### src/rtl/aespim_dec_unit.sv
// aespim_dec_unit: one AES decryption step per request.
//   DECI (mode 00, and reserved 11): data ^ key, result one cycle after accept.
//   DECM (mode 01): InvShiftRows, InvSubBytes, AddRoundKey, InvMixColumns.
//   DECF (mode 10): same as DECM without InvMixColumns.
//   DECM/DECF work one output column per cycle, so the result appears five
//   cycles after accept.
//
// Ports
//   clk_i        clock, rising edge
//   rst_i        synchronous active-high reset
//   in_valid_i   request valid       in_ready_o   high only when idle
//   mode_i       operation select
//   data_i       128-bit state, byte k at [127-8k -: 8] (FIPS-197 order)
//   key_i        128-bit round key, same byte order
//   out_valid_o  result valid        out_ready_i  consumer takes result
//   data_o       128-bit result, same byte order
module aespim_dec_unit (
  input  logic         clk_i,
  input  logic         rst_i,
  input  logic         in_valid_i,
  output logic         in_ready_o,
  input  logic [1:0]   mode_i,
  input  logic [127:0] data_i,
  input  logic [127:0] key_i,
  output logic         out_valid_o,
  input  logic         out_ready_i,
  output logic [127:0] data_o
);

  localparam int DATA_W = 128;

  typedef enum logic [1:0] {IDLE, COL, DONE} state_t;

  state_t              state, state_nxt;
  logic [1:0]          col_cnt;
  logic [DATA_W-1:0]   data_p0;
  logic [DATA_W-1:0]   key_p0;
  logic                mix_p0;
  logic [DATA_W-1:0]   res_p1;
  logic                accept;
  logic                is_round;
  logic [7:0]          st_b  [16];
  logic [7:0]          key_b [16];
  logic [1:0]          src_col [4];
  logic [1:0]          row_idx [4];
  logic [7:0]          col_b [4];
  logic [31:0]         col_word;
  logic [31:0]         col_out;

  // GF(2^8) arithmetic modulo x^8 + x^4 + x^3 + x + 1
  function automatic logic [7:0] xtime(input logic [7:0] a);
    return {a[6:0], 1'b0} ^ (a[7] ? 8'h1b : 8'h00);
  endfunction

  function automatic logic [7:0] gf_mul(input logic [7:0] a, input logic [7:0] b);
    logic [7:0] p;
    logic [7:0] aa;
    p  = 8'h00;
    aa = a;
    for (int i = 0; i < 8; i++) begin
      if (b[i]) p = p ^ aa;
      aa = xtime(aa);
    end
    return p;
  endfunction

  // Multiplicative inverse as x^254 (x^(2^7-1) squared); maps 0 to 0.
  function automatic logic [7:0] gf_inv(input logic [7:0] x);
    logic [7:0] acc;
    acc = x;
    for (int i = 0; i < 6; i++) begin
      acc = gf_mul(gf_mul(acc, acc), x);
    end
    return gf_mul(acc, acc);
  endfunction

  // Inverse S-box: undo the affine map, then invert in the field.
  function automatic logic [7:0] inv_sbox(input logic [7:0] s);
    logic [7:0] b;
    b = {s[6:0], s[7]} ^ {s[4:0], s[7:5]} ^ {s[1:0], s[7:2]} ^ 8'h05;
    return gf_inv(b);
  endfunction

  function automatic logic [31:0] inv_mix_col(input logic [31:0] w);
    logic [7:0] a0, a1, a2, a3;
    a0 = w[31:24];
    a1 = w[23:16];
    a2 = w[15:8];
    a3 = w[7:0];
    return {gf_mul(a0, 8'h0e) ^ gf_mul(a1, 8'h0b) ^ gf_mul(a2, 8'h0d) ^ gf_mul(a3, 8'h09),
            gf_mul(a0, 8'h09) ^ gf_mul(a1, 8'h0e) ^ gf_mul(a2, 8'h0b) ^ gf_mul(a3, 8'h0d),
            gf_mul(a0, 8'h0d) ^ gf_mul(a1, 8'h09) ^ gf_mul(a2, 8'h0e) ^ gf_mul(a3, 8'h0b),
            gf_mul(a0, 8'h0b) ^ gf_mul(a1, 8'h0d) ^ gf_mul(a2, 8'h09) ^ gf_mul(a3, 8'h0e)};
  endfunction

  // Control FSM
  assign is_round = (mode_i == 2'b01) || (mode_i == 2'b10);
  assign accept   = in_valid_i & in_ready_o;

  always_comb begin
    state_nxt   = state;
    in_ready_o  = 1'b0;
    out_valid_o = 1'b0;
    case (state)
      IDLE: begin
        in_ready_o = 1'b1;
        if (in_valid_i) state_nxt = is_round ? COL : DONE;
      end
      COL: begin
        if (col_cnt == 2'd3) state_nxt = DONE;
      end
      DONE: begin
        out_valid_o = 1'b1;
        if (out_ready_i) state_nxt = IDLE;
      end
      default: state_nxt = IDLE;
    endcase
  end

  always_ff @(posedge clk_i) begin
    if (rst_i) begin
      state   <= IDLE;
      col_cnt <= 2'd0;
    end else begin
      state <= state_nxt;
      // Counter wraps 3 -> 0 on the COL -> DONE transition.
      if (state == COL) col_cnt <= col_cnt + 2'd1;
    end
  end

  // Stage p0: request latch (data path, no reset needed)
  always_ff @(posedge clk_i) begin
    if (!rst_i && accept) begin
      data_p0 <= data_i;
      key_p0  <= key_i;
      mix_p0  <= (mode_i == 2'b01);
    end
  end

  // Stage p0 -> p1: one output column per COL cycle. Sources come only from
  // the latched request, so partially written results never feed back.
  always_comb begin
    for (int k = 0; k < 16; k++) begin
      st_b[k]  = data_p0[8*(15-k) +: 8];
      key_b[k] = key_p0[8*(15-k) +: 8];
    end
    for (int r = 0; r < 4; r++) begin
      row_idx[r] = 2'(r);
      src_col[r] = col_cnt - row_idx[r];
      col_b[r]   = inv_sbox(st_b[{src_col[r], row_idx[r]}]) ^ key_b[{col_cnt, row_idx[r]}];
    end
    col_word = {col_b[0], col_b[1], col_b[2], col_b[3]};
    col_out  = mix_p0 ? inv_mix_col(col_word) : col_word;
  end

  // Stage p1: result register, doubles as data_o
  always_ff @(posedge clk_i) begin
    if (rst_i) begin
      res_p1 <= '0;
    end else if (accept && !is_round) begin
      res_p1 <= data_i ^ key_i;
    end else if (state == COL) begin
      case (col_cnt)
        2'd0:    res_p1[127:96] <= col_out;
        2'd1:    res_p1[95:64]  <= col_out;
        2'd2:    res_p1[63:32]  <= col_out;
        default: res_p1[31:0]   <= col_out;
      endcase
    end
  end

  assign data_o = res_p1;

endmodule

### config.mk
export PLATFORM = sky130hd
export DESIGN_NAME = aespim_dec_unit
export DESIGN_NICKNAME = d
export VERILOG_FILES = /design/src/rtl/aespim_dec_unit.sv
export SDC_FILE = /design/constraint.sdc
export NUM_CORES = 2
export LEC_CHECK = 0
export BUFFER_PORTS_ARGS = -buffer_cell sky130_fd_sc_hd__buf_4
export CAP_MARGIN = 5
export CORE_MARGIN = 2
export CORE_UTILIZATION = 40
export CTS_CLUSTER_DIAMETER = 60
export DETAILED_ROUTE_END_ITERATION = 8
export PLACE_DENSITY = 0.52
export SYNTH_ARGS = -nofsm -noshare
export SYNTH_HDL_FRONTEND = slang
export SYNTH_SLANG_ARGS = --single-unit
### constraint.sdc
create_clock -name clk_i -period 85.9 [get_ports clk_i]
set_input_delay 17.18 -clock clk_i [delete_from_list [all_inputs] [get_ports clk_i]]
set_output_delay 17.18 -clock clk_i [all_outputs]
set_load 0.1 [all_outputs]
## Word level (Yosys, flattened, before mapping)

Index checks and enable logic that the tools add are counted.

- Register bits after elaboration: 389
- Input bits: 262
- Output and inout port bits: 130
- Word-level logic and storage cells: 1683

- Add/sub/neg operators: 4
- $lt $le $gt $ge: 7
- Eq/ne operators: 11
- Multiplexer cells: 830
- Bitwise logic cells: 805
- Reduce and logical (&&, ||, !) cells: 17

Operators with widths:

| cell | count |
|---|---|
| $mux 8 | 432 |
| $xor 8x8->8 | 416 |
| $xor 8x5->8 | 376 |
| $mux 5 | 376 |
| $bmux 8 s4 | 8 |
| $mux 128 | 2 |
| $mux 32 | 5 |
| $xor 128x128->128 | 1 |
| $ge 5x5->1 const B | 7 |
| $not 4->5 | 7 |
| $eq 2x2->1 const B | 4 |
| $mux 2 | 4 |
| $not 2->2 | 4 |
| $reduce_and 2->1 | 4 |
| $reduce_bool 2->1 | 4 |
| $eq 2x1->1 const B | 3 |
| $ne 2x2->1 const B | 3 |
| $pmux 2 s3 | 1 |
| $logic_not 2->1 | 2 |
| $sub 2x2->2 const B | 2 |
| $reduce_and 3->1 | 1 |
| $reduce_or 3->1 | 1 |
| $add 2x1->2 const B | 1 |
| $logic_and 1x1->1 | 2 |
| 6 further kinds | 8 |

## Logic depth before layout (Yosys ltp)

- Depth after elaboration: 230
- Mapped depth: 115
- Gate-level depth less buffers: 91

## Worst setup path before layout

OpenSTA, ideal clock, no wires.

- Path type: input -> register
- Start point: in rst_i
- End point: reg data_p0[0] (enable)
- Setup time: 0.881 ns
- Arrival: 28.457 ns
- Required time: 85.019 ns
- Setup slack: 56.562 ns
- Stages: 4
- Path buffers: 3
- Cells stage by stage: clkbuf_1 -> clkbuf_1 -> clkbuf_1 -> nor2_1

- Longest elaborated chain between the ends: 2

RTL lines:

| what | RTL line | source |
|---|---|---|
| start, declared | 19 | `input logic rst_i,` |
| $logic_not 1->1 | 133 | `if (!rst_i && accept) begin` |
| $logic_and 1x1->1 | 133 |  |
| end signal, assigned | 134 | `data_p0 <= data_i;` |
| end, declared | 36 | `logic [DATA_W-1:0] data_p0;` |

No other way between the ends.
A chain may end at the register's enable or synchronous reset.

==> results.yml <==
global_route:
  grt.overflow.total: 0
  grt_pass1_wl_mm: 417
  groute.usage.overall_pct: 26.8
  maximum_number_of_pins_on_one_net_before_global_route_repair: 83
  antenna_found_initial: 2
  number_of_global_route_vias_before_repair: 65000
routing:
  antenna_left: 0
  first_iter_violations: 6296
  detail_route.vias_per_cell: 5.87
  drt_pre_antenna_iters: 7
  vias: 68400
  routed_wl_mm: 277
  route.detailed.wl_per_inst_um: 23.7
  detail_route.drc_violations: 0
critical_path:
  cpMaxStageDelayCell: "xnor3_1"
  cp_slowest_stage_delay_ns: 1.05
  worstSetupPathType: "reg -> reg"
  endpoint_kind: "flip-flop"
  required_time_at_the_endpoint_of_the_critical_path_ns: 86.33
  timing.critical_path.buf_inv: 10
  critical-path-top-delay-family: "XOR/XNOR gates"
  cp-start-kind: "flip-flop"
  worst_path_most_repeated_cell: "xnor2_1"
  worstPathMaxFanout: 40
  arrival_ns: 32.67
placement:
  placed_cells_incl_taps: 11600
  global_placement_routability_congestion: 0.891
  place_ws_ns: 53.88
  portBuffers: 391
  detailedPlacementHpwl_mm: 199
clocking:
  insertion_delay_ns: 0.63
  hold_bufs_inserted_after_cts: 0
  clock_tree_from_tritoncts: "done"
  cts.sink_count: 389
  cts_max_path_buffers: 3
  postCtsSetupRepairBufs: 0
  cts.root.buffer_cell: "clkbuf_16"
  post_cts_resized: 0
  cts-htree-levels: 2
  cts.reportedPaths.clkPinSlew_ns: 0.07
  cts_buffers: 43
sta:
  maxSlewHeadroom_pct: 15.0
  grt_setup_unrepaired: "false"
  final.setup_skew_ns: 0.0518
  timing.final.ws_setup_ns: 53.66
  ratio_of_final_minimum_period_to_clock_period_pct: 37.5
  worst_pin_slew_ns: 1.27
  setup_viol: 0
  hold_violations: 0
  slew_violations: 0
  timing.setup.tns_ns: 0
  fmax_ghz: 0.0310
  final_period_minus_worst_setup_slack_ns: 32.24
floorplanning:
  design.die.area_mm2: 0.198
  chipHeight_um: 445
  fp-row-count: 161
  io_pins: 392
  core-area_mm2: 0.193
  die_extent_in_x_um: 445
  start_util_pct: 40.3
logic_synthesis:
  syn_nets: 9451
  synth_edf_count: 257
  synthDominantCellAreaShare_pct: 17.7
  ys_seq_area_share_pct: 13.3
  netlist.top_cell.by_area: "xnor2_1"
  async_reset_ff_share_pct: 0
  synth_top_cells_by_area: "xnor2_1 18%, xnor3_1 12%, edfxtp_1 9.9%, xor2_1 6.7%, nor2_1 5.7%"
  post_synth_instance_area_mm2: 0.0778
  postSynth.topFlopCell: "edfxtp_1"
  yosysWarnings: 0
  post_synth.cell_area_avg_um2: 8.49
  synth_seq_cells: 389
  syn_inst: 9160
  yosys.cell_types.count: 131
finish:
  final_core_utilization_pct: 43.5
  layout-drive-gt1-share_pct: 12.5
  area_delta_synth_final_pct: 7.94
  layout_common_cells: "1556 x xnor2_1, 1181 x nor2_1, 837 x nand2_1, 590 x xor2_1, 581 x buf_4"
  final-instance-count-excl-fill: 11700
  leading_cell_type_in_the_layout_fill_and_taps_excluded: "xnor2_1"
  final_nets: 9379
job:
  cap_viol_max_count: 0
worst_hold_path:
  worst_hold_path_class: "reg -> reg"
run_status:
  run_status: "finished, final reports clean"
state kept, by name, summed over array words and instances (netlist names):
signal and flops:
data_o 128, mix_p0 1, data_p0 128, state 2
col_cnt 2, key_b 128
kinds of logic (layout without fill, tap and decap cells):
family	after synthesis	after routing	share of synthesized area (%)
and+or+nand+nor	2980	2980	17.1
buffers and inverters	796	759	4.52
adders and majority gates	33	33	0.518
muxes	330	330	5.39
other	0	2	0
AOI/OAI and AO/OA	1768	1768	15.6
DFF	389	389	13.3
xor gates and xnor gates	2864	2864	43.6
final timing paths:
kind	from	end	slack (ns)	cells after the start
hold / removal	state[1]	state[0]	0.48	1
setup reg to reg	col_cnt[1]	data_o[41]	53.66	89
hold reg to reg	state[1]	state[0]	0.48	1
setup / recovery	col_cnt[1]	data_o[41]	53.66	89
stage by stage:
| step | hold slack (ns) | area, µm² |
|---|---|---|
| finish | 0.477 | 84000 |
| global route | 0.496 | 84000 |
| CTS | 0.476 | 84000 |
| detailed placement | 0.468 | 82500 |
| global placement | 0.465 | 82500 |
| floorplan | 0.439 | 77800 |
worst reg2reg max path: cells and delay by family, from the launching register on:
kind,cells,cell delay (ns)
AOI/OAI and AO/OA,11,2.52
xor gates and xnor gates,40,17.47
adders and majority gates,7,2.95
buffers and inverters,10,2.83
DFF,1,0.67
muxes,5,1.76
and+or+nand+nor,16,3.85
routing by layer:
layer / up-vias / global-route usage [%] / wire [µm] / part of all wire (%)
met5: - / 0 / 0 / 0
met4: 0 / 9.45 / 10700 / 3.9
met3: 351 / 1.93 / 15000 / 5.4
met2: 2428 / 45.4 / 132000 / 48
met1: 33500 / 35.9 / 118000 / 43
li1: 32100 / - / - / -
final cells by class:
cell class,instances,area [µm²]
diodes,2,5.00
flip-flops and latches,389,10400
well taps,2526,3160
repair buffers,582,4380
multi-input cells,7975,64200
clock buffers,56,1190
fillers,19200,109000
clock inverters,24,297
inverters,97,364
synthesized netlist by cell type (all sizes together) (214+ instances only):
master,count
xnor2,1702
nor2,1189
nand2,841
xor2,630
xnor3,429
clkbuf,398
a21oi,397
o21ai,356
buf,301
edfxtp,257
nor3,228
mux2i,222
nand3,214
Power is left out: the tool's default activity adds up to more than one toggle a clock period on the data nets, which glitch-free logic cannot reach.
